### src/rtl/bsg_manycore_eva_to_npa_pipe.sv
// bsg_manycore_eva_to_npa_pipe: handshaked EVA->NPA translator with programmable tile-group origin, DMEM-overflow window and output buffer
//   clk_i/reset_i          : clock, synchronous active-high reset
//   pod_x_i/pod_y_i        : own pod coordinates (quasi-static)
//   cfg_*                  : config write (tile-group origin, overflow window [lo,hi] inclusive)
//   v_i/eva_i/tag_i/ready_o: request side, accept on v_i & ready_o
//   v_o/yumi_i + data      : result side, consumer takes head with yumi_i
//   invalid_cnt_o          : saturating count of accepted invalid EVAs
//   Optional macro BSG_MANYCORE_EVA_NPA_TRACE_EN: trace of redirected/invalid requests and a yumi_i-implies-v_o check.
//   EVA layouts: global {01, y[29:23], x[22:16], addr[15:2], 2'b0}; tile-group {001, y[28:23], x[22:17], addr[16:2], 2'b0}.
//   DRAM hash assumes num_tiles_x_p*2*num_vcache_rows_p is a power of two: bank = EVA word-block bits,
//   bank = {row, south_not_north, x_subcord}; EPA = {bank index, word-in-block}.
module bsg_manycore_eva_to_npa_pipe #(
  parameter int data_width_p = 32,
  parameter int addr_width_p = 28,
  parameter int x_cord_width_p = 7,
  parameter int y_cord_width_p = 7,
  parameter int pod_x_cord_width_p = 3,
  parameter int pod_y_cord_width_p = 4,
  parameter int num_tiles_x_p = 16,
  parameter int num_tiles_y_p = 8,
  parameter int num_vcache_rows_p = 1,
  parameter int vcache_block_size_in_words_p = 8,
  parameter int dmem_words_p = 1024,
  parameter int els_p = 2,
  localparam int x_sub_lp = $clog2(num_tiles_x_p),
  localparam int y_sub_lp = $clog2(num_tiles_y_p)
) (
  input  logic clk_i,
  input  logic reset_i,
  input  logic [pod_x_cord_width_p-1:0] pod_x_i,
  input  logic [pod_y_cord_width_p-1:0] pod_y_i,
  input  logic cfg_v_i,
  input  logic [x_sub_lp-1:0] cfg_tgo_x_i,
  input  logic [y_sub_lp-1:0] cfg_tgo_y_i,
  input  logic cfg_ovf_en_i,
  input  logic [15:0] cfg_ovf_lo_i,
  input  logic [15:0] cfg_ovf_hi_i,
  input  logic v_i,
  input  logic [data_width_p-1:0] eva_i,
  input  logic [7:0] tag_i,
  output logic ready_o,
  output logic v_o,
  input  logic yumi_i,
  output logic [x_cord_width_p-1:0] x_cord_o,
  output logic [y_cord_width_p-1:0] y_cord_o,
  output logic [addr_width_p-1:0] epa_o,
  output logic [7:0] tag_o,
  output logic invalid_o,
  output logic ovf_o,
  output logic [15:0] invalid_cnt_o
);
  localparam int lg_blk_lp = $clog2(vcache_block_size_in_words_p);
  localparam int lg_rows_lp = num_vcache_rows_p > 1 ? $clog2(num_vcache_rows_p) : 1;
  localparam int lg_banks_lp = $clog2(num_tiles_x_p*2*num_vcache_rows_p);
  localparam int hin_w_lp = data_width_p-3-lg_blk_lp;
  localparam int entry_w_lp = x_cord_width_p+y_cord_width_p+addr_width_p+10;
  localparam int ptr_w_lp = $clog2(els_p);
  logic [x_sub_lp-1:0] tgo_x;
  logic [y_sub_lp-1:0] tgo_y;
  logic ovf_en;
  logic [15:0] ovf_lo, ovf_hi;
  logic [hin_w_lp-1:0] hin;
  logic [lg_banks_lp-1:0] bank;
  logic [lg_rows_lp-1:0] row;
  logic south;
  logic [y_sub_lp-1:0] dram_y_sub;
  logic [x_cord_width_p-1:0] dram_x, glob_x, tg_x, x_n;
  logic [y_cord_width_p-1:0] dram_y, glob_y, tg_y, y_n;
  logic [addr_width_p-1:0] dram_epa, glob_epa, tg_epa, epa_n;
  logic [14:0] tg_addr;
  logic is_dram, is_glob, is_tg, in_win, ovf_n, inv_n;
  logic accept, deq;
  logic [entry_w_lp-1:0] mem [els_p];
  logic [ptr_w_lp-1:0] wp, rp;
  logic [ptr_w_lp:0] cnt;
  logic unused;
  assign unused = ^{eva_i[1:0], eva_i[28:23+y_sub_lp], eva_i[22:17+x_sub_lp]};
  always_comb begin
    hin = eva_i[2+lg_blk_lp +: hin_w_lp];
    bank = hin[lg_banks_lp-1:0];
    south = bank[x_sub_lp];
    row = lg_rows_lp'(bank >> (x_sub_lp+1)) & lg_rows_lp'(num_vcache_rows_p-1);
    // north rows are counted upward from the bottom edge of the pod above
    dram_y_sub = south ? y_sub_lp'(row) : y_sub_lp'(num_tiles_y_p-1) - y_sub_lp'(row);
    dram_x = {pod_x_i, bank[x_sub_lp-1:0]};
    dram_y = {south ? pod_y_i + pod_y_cord_width_p'(1) : pod_y_i - pod_y_cord_width_p'(1), dram_y_sub};
    dram_epa = addr_width_p'({hin >> lg_banks_lp, eva_i[2 +: lg_blk_lp]});
    glob_x = x_cord_width_p'(eva_i[22:16]);
    glob_y = y_cord_width_p'(eva_i[29:23]);
    glob_epa = addr_width_p'(eva_i[15:2]);
    tg_addr = eva_i[16:2];
    tg_x = {pod_x_i, eva_i[17 +: x_sub_lp] + tgo_x};
    tg_y = {pod_y_i, eva_i[23 +: y_sub_lp] + tgo_y};
    tg_epa = addr_width_p'(tg_addr & 15'(dmem_words_p-1));
    in_win = ovf_en & ({1'b0, tg_addr} >= ovf_lo) & ({1'b0, tg_addr} <= ovf_hi);
    is_dram = eva_i[31];
    is_glob = eva_i[31:30] == 2'b01;
    is_tg = eva_i[31:29] == 3'b001;
    ovf_n = is_tg & in_win;
    inv_n = ~(is_dram | is_glob | is_tg);
    x_n = (is_dram | ovf_n) ? dram_x : is_glob ? glob_x : is_tg ? tg_x : '0;
    y_n = (is_dram | ovf_n) ? dram_y : is_glob ? glob_y : is_tg ? tg_y : '0;
    epa_n = (is_dram | ovf_n) ? dram_epa : is_glob ? glob_epa : is_tg ? tg_epa : '0;
  end
  assign ready_o = cnt != (ptr_w_lp+1)'(els_p);
  assign v_o = cnt != '0;
  assign accept = v_i & ready_o;
  assign deq = yumi_i & v_o;
  assign {x_cord_o, y_cord_o, epa_o, tag_o, invalid_o, ovf_o} = mem[rp];
  always_ff @(posedge clk_i) begin
    if (reset_i) begin
      tgo_x <= '0;
      tgo_y <= '0;
      ovf_en <= 1'b0;
      ovf_lo <= '0;
      ovf_hi <= '0;
      wp <= '0;
      rp <= '0;
      cnt <= '0;
      invalid_cnt_o <= '0;
    end else begin
      if (cfg_v_i) begin
        tgo_x <= cfg_tgo_x_i;
        tgo_y <= cfg_tgo_y_i;
        ovf_en <= cfg_ovf_en_i;
        ovf_lo <= cfg_ovf_lo_i;
        ovf_hi <= cfg_ovf_hi_i;
      end
      if (accept) wp <= wp == ptr_w_lp'(els_p-1) ? '0 : wp + ptr_w_lp'(1);
      if (deq) rp <= rp == ptr_w_lp'(els_p-1) ? '0 : rp + ptr_w_lp'(1);
      cnt <= cnt + (ptr_w_lp+1)'(accept) - (ptr_w_lp+1)'(deq);
      if (accept & inv_n & (invalid_cnt_o != 16'hFFFF)) invalid_cnt_o <= invalid_cnt_o + 16'd1;
    end
  end
  always_ff @(posedge clk_i) begin
    if (accept) mem[wp] <= {x_n, y_n, epa_n, tag_i, inv_n, ovf_n};
  end
`ifdef BSG_MANYCORE_EVA_NPA_TRACE_EN
  always_ff @(posedge clk_i) begin
    if (!reset_i && accept && (ovf_n || inv_n))
      $display("%t eva_to_npa: eva=%h tag=%h x=%h y=%h epa=%h inv=%b ovf=%b", $time, eva_i, tag_i, x_n, y_n, epa_n, inv_n, ovf_n);
    if (!reset_i) assert (!yumi_i || v_o) else $error("eva_to_npa: yumi_i asserted while v_o is low");
  end
`endif
endmodule

### config.mk
export PLATFORM = sky130hd
export DESIGN_NAME = bsg_manycore_eva_to_npa_pipe
export DESIGN_NICKNAME = d
export VERILOG_FILES = /design/src/rtl/bsg_manycore_eva_to_npa_pipe.sv
export SDC_FILE = /design/constraint.sdc
export NUM_CORES = 1
export LEC_CHECK = 0
export ABC_CLOCK_PERIOD_IN_PS = 3350
export CORE_MARGIN = 4
export CORE_UTILIZATION = 30
export DETAILED_ROUTE_END_ITERATION = 12
export PLACE_DENSITY = 0.64
export REMOVE_ABC_BUFFERS = 1
export SETUP_SLACK_MARGIN = 0.3
export SYNTH_ARGS = -nofsm -noshare
export SYNTH_HDL_FRONTEND = slang
export SYNTH_SLANG_ARGS = --single-unit
### constraint.sdc
create_clock -name clk_i -period 3.35 [get_ports clk_i]
set_input_delay 0.67 -clock clk_i [delete_from_list [all_inputs] [get_ports clk_i]]
set_output_delay 0.67 -clock clk_i [all_outputs]
set_load 0.03 [all_outputs]
==> qor.yml <==
status: "finished clean"
crit_start: "eva_i[15]"
antenna_found_initial: 2
core-area_sq_mm: 0.0244
globalplace.congestion: 0.802
die_w_microns: 166
cts_num_sinks: 157
r2r_slack_ns: 0.73
globalRouteMet3Util: 0.0338
start_util: 0.307
hold_violations: 0
synth_area_leaders: "edfxtp_1 39%, dfxtp_1 16%, mux2_2 7.2%, mux2i_1 6.8%, ha_1 6.5%"
setup_violations: 0
peakVddDrop_mv: 0.264
reg2regPathDepth: 9
hold_path_class: "register to register"
grt_usage: 0.131
finalClockSkew_ns: 0.0147
hold_buffers: 0
htree_levels: 4
crit_path_max_fanout: 18
synth_warnings: 0
hold_depth: 2
required_ns: 3.52
io_pins: 162
critical_path.top_delay_family: "simple AND/OR/NAND/NOR gates"
clk_path_buf_depth: 2
cts_buffers: 17
wl_per_cell_microns: 15.5
synth_cells: 624
endpoint_kind: "register"
reg2reg_from: "ovf_hi[14]"
clk_pin_slew_ns: 0.06
avgSynthCellArea_sq_um: 12.0
ys_types: 47
synthArstFlopShare: 0
arrival_ns: 3.15
clock_latency_ns: 0.43
cp-endpoint: "mem[0][36]"
max_freq_ghz: 0.336
path_class: "input pin to register"
crit_chain: "clkdlybuf4s50_1, ha_1, nand4b_1, or3_4, nor4_4, nor2_1, a22o_1, buf_12, mux2_4"
first_pass_iters: 4
p_per_area_mw_per_mm2: 621
hp-start: "ovf_hi[1]"
grt_max_degree: 45
dpl.hpwl_mm: 13.3
avgViaCountPerCell: 4.46
synth_flop_cell: "edfxtp_1"
drive_gt1_frac: 0.167
drt_iter0_markers: 257
syn_to_final_growth_pct: 37.2
period_minus_slack_ns: 2.98
path_depth: 9
synth_top_area_frac: 0.386
synth_area_leader_cell: "edfxtp_1"
synth_edf_count: 96
num_rows: 57
p_total_mw: 6.37
grt_setup_unrepaired: "yes"
overflow: 0
start_kind: "input pin"
crit_path_top_delay_cell: "clkdlybuf4s50_1"
grt_use_met1: 0.157
cp_slowest_stage_delay_ns: 0.45
via_count: 5135
busiest_layer: "met2"
first_global_vias: 5194
io_buffer_count: 155
synthesis.area_sq_mm: 0.00748
worstReg2RegEnd: "mem[0][36]"
period_share: 0.889
crit_buf_inv: 2
nNetsFinal: 947
final_max_slew_viol_count: 0
final_antenna_net_count: 0
die_area_sq_mm: 0.0275
synth-seq-area-share: 0.549
use_met2: 0.226
final_util: 0.420
die_h_microns: 166
synth_seq_cells: 157
root_buffer: "clkbuf_16"
cts_tree: "done"
drc_errors: 0
maxCapViolCount: 0
cellLeakagePower_nw: 4.00
grt_pass1_wl_mm: 28.3
postRouteWirelength_mm: 17.8
[registers in the layout (all words and copies together), names as in the netlist, named ones only]
register and count:
cnt 2, rp 1, tgo_y 3, wp 1
invalid_cnt_o 16, tgo_x 4, ovf_hi 16, ovf_en 1
mem 96, ovf_lo 16
[power by group]
part           internal (mW)  total (mW)  switching [mW]
Clock                   1.11        1.92           0.811
Sequential              2.35        2.41          0.0672
Combinational          0.926        2.04            1.11
Total                   4.39        6.37            1.99
[repair_timing]
action                                  CTS  global route
endpoints found under the setup margin   10            12
endpoints found under the hold margin     0             0
cloned                                    0             0
buffers inserted                          0             4
gates resized for setup                   1             0
pin swaps                                 0             3
[cell usage after synthesis (2+ instances only)]
master / count
ha_1: 39
a22o_1: 9
nor2b_1: 13
mux2_4: 6
mux2_2: 48
fa_1: 3
buf_4: 4
inv_1: 53
nand3_1: 7
nor2_1: 73
nand2b_1: 2
nor4_1: 5
buf_1: 4
nand2_1: 26
a21o_1: 6
nand4b_1: 2
and3_1: 2
a22oi_1: 4
clkbuf_1: 17
a211oi_1: 4
xor2_1: 8
buf_2: 3
and4_1: 2
xnor2_1: 16
o21a_1: 2
nor3_1: 3
dfxtp_1: 61
mux2i_1: 51
o22ai_1: 2
edfxtp_1: 96
or2_2: 3
a21oi_1: 19
o21ai_0: 9
and2_1: 2
nand4_1: 8
[placed cells by master (no fill, tap or decap), types with 3 or more instances in the layout]
master and instances:
clkdlybuf4s50_1 153, a211oi_1 3, xor2_1 8, buf_12 3, inv_1 53, nor2b_1 13, clkinv_4 3, xnor2_1 16
nand3_1 7, a22o_1 9, clkinvlp_4 4, a22oi_1 4, ha_1 39, clkbuf_16 17, o21ai_0 9, nor4_1 5
mux2_4 6, conb_1 4, nor3_1 3, dfxtp_1 60, mux2_2 48, nand2_1 26, or2_2 3, nor2_1 72
mux2i_1 51, nand4_1 8, fa_1 3, a21o_1 6, edfxtp_1 96, a21oi_1 19, buf_4 38
[area by class of cell]
type / instances / area [sq um]
inverters: 53 / 199
fillers: 2306 / 14100
clock inverters: 14 / 161
diodes: 2 / 5.00
clock buffers: 18 / 429
repair buffers: 196 / 1890
well taps: 324 / 405
flip-flops and latches: 157 / 4110
multi-input cells: 388 / 3060
[worst min-delay path by stage]
stage	endpoint	slack, ns
floorplan	ovf_hi[10]	0.46
detailed placement	ovf_hi[1]	0.48
CTS	ovf_hi[1]	0.50
global route	tgo_y[0]	0.52
finish	ovf_hi[1]	0.49
global placement	ovf_lo[3]	0.47
[worst register-to-register path, cell delays in order (launching register included)]
cell and delay [ns]:
dfxtp_1 0.34, inv_1 0.05, ha_1 0.28, nand4b_1 0.14, or3_4 0.44, nor4_4 0.32, nor2_1 0.07, a22o_1 0.24
buf_12 0.18, mux2_4 0.31
[kinds of logic (layout without fill, tap and decap cells)]
family / Yosys count / after routing / share of synthesized area
simple gates: 153 / 153 / 0.0986
mux: 105 / 105 / 0.153
compound gates: 60 / 60 / 0.0532
buf+inv: 82 / 281 / 0.0447
flops: 157 / 157 / 0.549
fa+ha+maj: 42 / 42 / 0.0733
other cells: 1 / 6 / 0.000502
xor+xnor: 24 / 24 / 0.0281
[metrics by stage]
step / setup WS (ns) / cells / cell area (sq um) / hold slack [ns] / setup TNS, ns
4_1_cts: 0.373 / 1146 / 10200 / 0.497 / 0
3_3_place_gp: -0.132 / 1114 / 9620 / 0.474 / -1.66
3_5_place_dp: -0.170 / 1114 / 9620 / 0.481 / -2.46
6_report: 0.373 / 1152 / 10300 / 0.492 / 0
2_1_floorplan: 0.0489 / 598 / 7350 / 0.460 / 0
5_1_grt: 0.275 / 1152 / 10300 / 0.525 / 0
[metal layers]
layer / wire (microns) / share of wire
met3: 766 / 0.043
met1: 7610 / 0.43
met2: 9100 / 0.51
met4: 364 / 0.020
met5: 0 / 0
Power figures use the tool's default switching activity.
